## src/rtl/carry_select_seq_adder_ctrl_pkg.sv

```systemverilog
// seq_add_pkg: shared types and constants for the sequential carry-select adder.
// Holds the controller state encoding, the default operand/slice widths, and
// a helper that sizes the slice index register.
package seq_add_pkg;

   typedef enum logic [1:0] {
      IDLE = 2'd0,
      RUN  = 2'd1,
      DONE = 2'd2
   } seq_add_state_t;

   localparam int DEFAULT_WIDTH = 32;
   localparam int DEFAULT_SLICE = 8;

   // Bits needed to count NSLICE slices; a single-slice build still gets one bit.
   function automatic int idx_width(input int n);
      if (n <= 1) begin
         return 1;
      end
      return $clog2(n);
   endfunction

endpackage

```

## src/rtl/carry_select_seq_adder_ctrl_if.sv

```systemverilog
// carry_select_seq_adder_ctrl_if: operand/result handshake bundle for the
// sequential carry-select adder. The slave modport is the controller view,
// the master modport is the producer/consumer view.
// Optional macro SEQ_ADD_OVF_EN adds the signed-overflow flag ovf.
interface carry_select_seq_adder_ctrl_if
   import seq_add_pkg::*;
#(
   parameter int WIDTH = DEFAULT_WIDTH
);

   logic             in_valid;
   logic             in_ready;
   logic [WIDTH-1:0] a;
   logic [WIDTH-1:0] b;
   logic             cin;
   logic             out_valid;
   logic             out_ready;
   logic [WIDTH-1:0] sum;
   logic             cout;
   logic             busy;
`ifdef SEQ_ADD_OVF_EN
   logic             ovf;
`endif

   modport slave (
      input  in_valid,
      input  a,
      input  b,
      input  cin,
      input  out_ready,
      output in_ready,
      output out_valid,
      output sum,
      output cout,
`ifdef SEQ_ADD_OVF_EN
      output ovf,
`endif
      output busy
   );

   modport master (
      output in_valid,
      output a,
      output b,
      output cin,
      output out_ready,
      input  in_ready,
      input  out_valid,
      input  sum,
      input  cout,
`ifdef SEQ_ADD_OVF_EN
      input  ovf,
`endif
      input  busy
   );

endinterface

```

## src/rtl/carry_select_seq_adder_ctrl_cond_sum_slice.sv

```systemverilog
// cond_sum_slice: combinational conditional-sum cell, SLICE bits wide.
// Produces the slice sum and carry-out for both possible carry-in values so
// the controller only has to pick one pair with its running carry.
module cond_sum_slice #(
   parameter int SLICE = 8
) (
   input  logic [SLICE-1:0] a,
   input  logic [SLICE-1:0] b,
   output logic [SLICE-1:0] s0,
   output logic [SLICE-1:0] s1,
   output logic             c0,
   output logic             c1
);

   logic [SLICE:0] sum_c0;
   logic [SLICE:0] sum_c1;

   // Both candidate results, one extra bit wide to capture the carry-out.
   always_comb begin
      sum_c0 = {1'b0, a} + {1'b0, b};
      sum_c1 = {1'b0, a} + {1'b0, b} + (SLICE+1)'(1);
   end

   assign s0 = sum_c0[SLICE-1:0];
   assign c0 = sum_c0[SLICE];
   assign s1 = sum_c1[SLICE-1:0];
   assign c1 = sum_c1[SLICE];

endmodule

```

## src/rtl/carry_select_seq_adder_ctrl.sv

```systemverilog
// carry_select_seq_adder_ctrl: multi-cycle adder that walks WIDTH-bit operands
// SLICE bits per cycle through one cond_sum_slice, choosing each slice result
// with a registered running carry. Valid/ready handshakes on both sides.
// Optional macro SEQ_ADD_OVF_EN adds a registered signed-overflow flag ovf.
module carry_select_seq_adder_ctrl
   import seq_add_pkg::*;
#(
   parameter int WIDTH = DEFAULT_WIDTH,
   parameter int SLICE = DEFAULT_SLICE
) (
   input  logic                          clk,
   input  logic                          rst,
   carry_select_seq_adder_ctrl_if.slave  bus
);

   localparam int NSLICE = WIDTH / SLICE;
   localparam int IDX_W  = idx_width(NSLICE);
   localparam logic [IDX_W-1:0] LAST_IDX = IDX_W'(NSLICE - 1);

   if ((SLICE < 1) || ((WIDTH % SLICE) != 0)) begin : g_bad_cfg
      $error("carry_select_seq_adder_ctrl: WIDTH (%0d) must be a multiple of SLICE (%0d)",
             WIDTH, SLICE);
   end

   seq_add_state_t              state;
   seq_add_state_t              state_nxt;
   logic [NSLICE-1:0][SLICE-1:0] a_reg;
   logic [NSLICE-1:0][SLICE-1:0] b_reg;
   logic [NSLICE-1:0][SLICE-1:0] sum_reg;
   logic                        carry_reg;
   logic                        cout_reg;
   logic [IDX_W-1:0]            idx;

   logic [SLICE-1:0]            s0;
   logic [SLICE-1:0]            s1;
   logic                        c0;
   logic                        c1;
   logic [SLICE-1:0]            sel_sum;
   logic                        sel_carry;
   logic                        accept;
   logic                        last_step;

   cond_sum_slice #(
      .SLICE (SLICE)
   ) u_slice (
      .a  (a_reg[idx]),
      .b  (b_reg[idx]),
      .s0 (s0),
      .s1 (s1),
      .c0 (c0),
      .c1 (c1)
   );

   assign sel_sum   = carry_reg ? s1 : s0;
   assign sel_carry = carry_reg ? c1 : c0;
   assign accept    = (state == IDLE) && bus.in_valid;
   assign last_step = (state == RUN) && (idx == LAST_IDX);

   // State register; reset drops any operation in flight.
   always_ff @(posedge clk or posedge rst) begin
      if (rst) begin
         state <= IDLE;
      end else begin
         state <= state_nxt;
      end
   end

   // Next state: accept in IDLE, step through every slice, hold DONE until taken.
   always_comb begin
      state_nxt = state;
      unique case (state)
         IDLE:    if (bus.in_valid)   state_nxt = RUN;
         RUN:     if (idx == LAST_IDX) state_nxt = DONE;
         DONE:    if (bus.out_ready)  state_nxt = IDLE;
         default:                     state_nxt = IDLE;
      endcase
   end

   // Datapath: latch operands on accept, then fold one selected slice per RUN cycle.
   always_ff @(posedge clk or posedge rst) begin
      if (rst) begin
         a_reg     <= '0;
         b_reg     <= '0;
         sum_reg   <= '0;
         carry_reg <= 1'b0;
         cout_reg  <= 1'b0;
         idx       <= '0;
      end else if (accept) begin
         a_reg     <= bus.a;
         b_reg     <= bus.b;
         carry_reg <= bus.cin;
         sum_reg   <= '0;
         idx       <= '0;
      end else if (state == RUN) begin
         sum_reg[idx] <= sel_sum;
         carry_reg    <= sel_carry;
         idx          <= idx + IDX_W'(1);
         if (last_step) begin
            cout_reg <= sel_carry;
         end
      end
   end

`ifdef SEQ_ADD_OVF_EN
   logic ovf_reg;

   // Signed overflow: like-signed operands whose final sum flips sign.
   always_ff @(posedge clk or posedge rst) begin
      if (rst) begin
         ovf_reg <= 1'b0;
      end else if (last_step) begin
         ovf_reg <= (a_reg[NSLICE-1][SLICE-1] == b_reg[NSLICE-1][SLICE-1]) &&
                    (sel_sum[SLICE-1] != a_reg[NSLICE-1][SLICE-1]);
      end
   end

   assign bus.ovf = ovf_reg;
`endif

   assign bus.in_ready  = (state == IDLE);
   assign bus.out_valid = (state == DONE);
   assign bus.busy      = (state != IDLE);
   assign bus.sum       = sum_reg;
   assign bus.cout      = cout_reg;

endmodule
```

## src/flat_wrapper.sv

```systemverilog
// flat-port wrapper written by rule: the top's interface ports become plain ports
module carry_select_seq_adder_ctrl_flat import seq_add_pkg::*;
#(
   parameter int WIDTH = DEFAULT_WIDTH,
   parameter int SLICE = DEFAULT_SLICE
)
  (clk, rst, bus_in_valid, bus_a, bus_b, bus_cin, bus_out_ready, bus_in_ready, bus_out_valid, bus_sum, bus_cout, bus_busy);
  carry_select_seq_adder_ctrl_if #(.WIDTH(WIDTH)) bus_i ();
  input  logic clk;
  input  logic rst;
  input wire logic [$bits(bus_i.in_valid)-1:0] bus_in_valid;
  input wire logic [$bits(bus_i.a)-1:0] bus_a;
  input wire logic [$bits(bus_i.b)-1:0] bus_b;
  input wire logic [$bits(bus_i.cin)-1:0] bus_cin;
  input wire logic [$bits(bus_i.out_ready)-1:0] bus_out_ready;
  output wire logic [$bits(bus_i.in_ready)-1:0] bus_in_ready;
  output wire logic [$bits(bus_i.out_valid)-1:0] bus_out_valid;
  output wire logic [$bits(bus_i.sum)-1:0] bus_sum;
  output wire logic [$bits(bus_i.cout)-1:0] bus_cout;
  output wire logic [$bits(bus_i.busy)-1:0] bus_busy;
  assign bus_i.in_valid = bus_in_valid;
  assign bus_i.a = bus_a;
  assign bus_i.b = bus_b;
  assign bus_i.cin = bus_cin;
  assign bus_i.out_ready = bus_out_ready;
  assign bus_in_ready = bus_i.in_ready;
  assign bus_out_valid = bus_i.out_valid;
  assign bus_sum = bus_i.sum;
  assign bus_cout = bus_i.cout;
  assign bus_busy = bus_i.busy;
  carry_select_seq_adder_ctrl #(.WIDTH(WIDTH), .SLICE(SLICE)) u_core (.clk(clk), .rst(rst), .bus(bus_i));
endmodule
```

## config.mk

```make
export PLATFORM = sky130hd
export DESIGN_NAME = carry_select_seq_adder_ctrl_flat
export DESIGN_NICKNAME = d
export VERILOG_FILES = /design/src/rtl/carry_select_seq_adder_ctrl_pkg.sv /design/src/rtl/carry_select_seq_adder_ctrl_if.sv /design/src/rtl/carry_select_seq_adder_ctrl_cond_sum_slice.sv /design/src/rtl/carry_select_seq_adder_ctrl.sv /design/src/flat_wrapper.sv
export SDC_FILE = /design/constraint.sdc
export NUM_CORES = 1
export LEC_CHECK = 0
export BUFFER_PORTS_ARGS = -buffer_cell sky130_fd_sc_hd__buf_4
export CAP_MARGIN = 20
export CORE_AREA = 2 2 135 104
export CTS_BUF_LIST = sky130_fd_sc_hd__clkbuf_16
export DETAILED_ROUTE_END_ITERATION = 7
export DIE_AREA = 0 0 137 106
export PLACE_DENSITY = 0.71
export SKIP_CTS_REPAIR_TIMING = 1
export SYNTH_ARGS = -nofsm -noshare
export SYNTH_HDL_FRONTEND = slang
export SYNTH_HIERARCHICAL = 1
export SYNTH_SLANG_ARGS = --single-unit
```

## constraint.sdc

```tcl
create_clock -name clk -period 3.1 [get_ports clk]
set_clock_uncertainty 0.05 [all_clocks]
set_input_delay 0.31 -clock clk [delete_from_list [all_inputs] [get_ports clk]]
set_output_delay 0.31 -clock clk [all_outputs]
set_load 0.05 [all_outputs]
```

==> metrics.json <==
{
  "yosys_most_used_dff": "sky130_fd_sc_hd__dfrtp_1",
  "setup_viol": 20,
  "die_width_um": 137,
  "layout-area-overhead-vs-synth_pct": 28.8,
  "cell_at_the_root_of_the_clock_tree": "sky130_fd_sc_hd__clkbuf_16",
  "grt.total_usage_pct": 16.7,
  "critical_path.endpoint_type": "flip-flop",
  "dieArea_um2": 14500,
  "fraction_of_synthesized_area_in_multiplexers_pct": 26.7,
  "postSynth.asyncResetShare_pct": 100,
  "finalCriticalPeriod_ns": 3.29,
  "max-slew-margin-rel_pct": 49.5,
  "synth-warning-count": 6,
  "layout_commonest_cell": "sky130_fd_sc_hd__buf_4",
  "cts_buffer_depth": 2,
  "mean_routed_wirelength_per_cell_um": 18.2,
  "cts_inserted_buffers": 9,
  "hold_viol": 0,
  "port_buffers": 104,
  "clkLatencyLatePin_ns": 0.34,
  "synth_top_family_by_area": "multiplexers",
  "globalRoute.totalOverflow": 0,
  "drv_cap": 0,
  "synthesis.instances": 360,
  "adder_cell_share_of_the_synthesized_area_pct": 3.50,
  "clk_pin_slew_ns": 0.07,
  "num-fill-cells": 1160,
  "vias_per_cell": 5.06,
  "timing.critical_path.fanout_max": 8,
  "worst_pin_slew_ns": 0.737,
  "syn-mean-instance-area_um2": 14.5,
  "grt_pass1_wl_um": 18800,
  "synth.net_count": 443,
  "critical_path_arrival_ns": 3.46,
  "gp_routability_congestion": 0.792,
  "timing.critical_path.mode_cell": "sky130_fd_sc_hd__xnor2_2",
  "critical_path_buf_inv_count": 1,
  "startpoint_type": "flip-flop",
  "grt_pass1_vias": 3493,
  "violations": "negative setup slack",
  "worstPathCellList": "buf_12 > mux4_2 > ha_4 > o211ai_1 > o21bai_4 > xnor2_2 > a211oi_2 > nand4_1 > xnor2_2 > o22ai_1 > o2bb2a_2",
  "detailed_place_hpwl_um": 8440,
  "xor_xnor_share_of_the_synthesized_area_pct": 2.01,
  "cp.required_ns": 3.28,
  "synth-edff-count": 0,
  "timing.critical_path.max_delay_family": "compound AO/OA/AOI/OAI gates",
  "synth-seq-area-share_pct": 48.9,
  "floorplan.core_area_um2": 13300,
  "grt_setup_unrepaired": "true",
  "die_height_um": 106,
  "yosys_register_bits": 102,
  "synth_simple_gate_area_share_pct": 4.98,
  "timing.hold.worst.class": "primary input to asynchronous set/reset pin",
  "most_frequent_cells_in_the_layout": "sky130_fd_sc_hd__buf_4, sky130_fd_sc_hd__dfrtp_1, sky130_fd_sc_hd__mux2_4",
  "run_status": "finished with violations",
  "postRouteAntennaNets": 0,
  "drt_first_pass_iters": 4,
  "share_of_the_clock_period_used_by_the_worst_path_pct": 106,
  "insertedDiodeCount": 0,
  "finish.utilization_pct": 50.5,
  "pin_count": 105,
  "slowest_stage_cell_crit_path": "sky130_fd_sc_hd__mux4_2",
  "post_synth_instance_area_um2": 5220,
  "fmax_ghz": 0.304,
  "criticalPathCategory": "flip-flop to flip-flop",
  "synth-compound-area-share_pct": 7.98,
  "routed-via-count": 3360,
  "post-route-worst-setup-slack_ns": -0.188,
  "floorplan.initialDensity_pct": 39.2,
  "cts.sinks": 102,
  "slew_viol_final": 0,
  "number_of_distinct_library_cells_after_synthesis": 42,
  "design.final.nets": 567,
  "drive_above_1_share_pct": 54.2,
  "cts_htree_levels": 3,
  "rows": 37,
  "maximum_number_of_pins_on_one_net_before_global_route_repair": 103,
  "clock_tree_from_tritoncts": "done",
  "route.detailed.drc": 0,
  "grt_antenna_before_repair": 0,
  "cp_slowest_stage_delay_ns": 0.57,
  "routed_wl_um": 12100,
  "initialDrtViolationCount": 133
}
[Yosys cell counts, types with 5 or more instances]
library cell,number,area [um2]
sky130_fd_sc_hd__a211oi_1,26,195
sky130_fd_sc_hd__mux2_4,59,886
sky130_fd_sc_hd__buf_6,7,78.8
sky130_fd_sc_hd__mux4_2,16,360
sky130_fd_sc_hd__xnor2_1,8,70.1
sky130_fd_sc_hd__nand2_1,7,26.3
sky130_fd_sc_hd__mux2_1,5,56.3
sky130_fd_sc_hd__o2bb2ai_1,7,61.3
sky130_fd_sc_hd__nor2_1,29,109
sky130_fd_sc_hd__ha_1,13,163
sky130_fd_sc_hd__a21oi_1,6,30.0
sky130_fd_sc_hd__dfrtp_1,102,2550
sky130_fd_sc_hd__mux2i_1,9,90.1
sky130_fd_sc_hd__buf_12,6,120
sky130_fd_sc_hd__buf_2,5,25.0
sky130_fd_sc_hd__inv_1,12,45.0
[layout make-up]
type | count | area [um2] | share of cell area [%]
timing repair buffer | 136 | 1070 | 15.9
multi-input combinational | 223 | 2560 | 38.1
sequential | 102 | 2550 | 38.0
clock buffer | 9 | 225 | 3.35
clock inverter | 7 | 50.0 | 0.744
inverter | 12 | 47.5 | 0.707
tap | 175 | 219 | 3.26
[final timing paths]
path / start / endpoint / slack (ns) / cells past startpoint
setup reg to reg: u_core/idx[0]$_DFFE_PP0P_ / u_core/carry_reg$_DFFE_PP0P_ / -0.19 / 11
setup / recovery: u_core/idx[0]$_DFFE_PP0P_ / u_core/carry_reg$_DFFE_PP0P_ / -0.19 / 11
hold / removal: rst / u_core/bus.sum[1]$_DFFE_PP0P_ / 0.05 / 3
hold reg to reg: u_core/bus.sum[27]$_DFFE_PP0P_ / u_core/bus.sum[27]$_DFFE_PP0P_ / 0.44 / 1
min in group clk: bus_out_ready / u_core/state[1]$_DFFE_PP0P_ / 0.10 / 2
max in group asynchronous: rst / u_core/idx[0]$_DFFE_PP0P_ / 2.55 / 3
[cells by family after synthesis]
family,Yosys count
simple gates,52
buf+inv,35
compound gates,56
flops,102
mux,89
xor+xnor,12
fa+ha+maj,14
[metal layers]
| metal | global-route usage [%] | vias to the layer above | wire (um) |
|---|---|---|---|
| met2 | 24.6 | 107 | 5410 |
| met1 | 24.6 | 1680 | 5760 |
| li1 | - | 1556 | - |
| met3 | 4.43 | 17 | 731 |
| met4 | 4.12 | 0 | 146 |
| met5 | 0 | - | 0 |
[worst min-delay path, cell delays in order]
cell	delay, ns
sky130_fd_sc_hd__buf_4	0.12
sky130_fd_sc_hd__inv_4	0.05
sky130_fd_sc_hd__buf_12	0.41
[metrics by stage]
| step | hold slack (ns) | setup TNS, ns | setup slack (ns) | cells | cell area, um2 |
|---|---|---|---|---|---|
| floorplan | 0.346 | 0 | 0.00772 | 360 | 5230 |
| global placement | 0.419 | -0.600 | -0.147 | 639 | 6160 |
| detailed placement | 0.425 | -1.53 | -0.220 | 639 | 6160 |
| CTS | 0.0698 | -1.77 | -0.238 | 655 | 6440 |
| global route | 0.0981 | -4.82 | -0.330 | 664 | 6730 |
| finish | 0.0542 | -1.31 | -0.188 | 664 | 6730 |
Power is left out: the tool's default activity adds up to more than one toggle a clock period on the data nets, which glitch-free logic cannot reach.
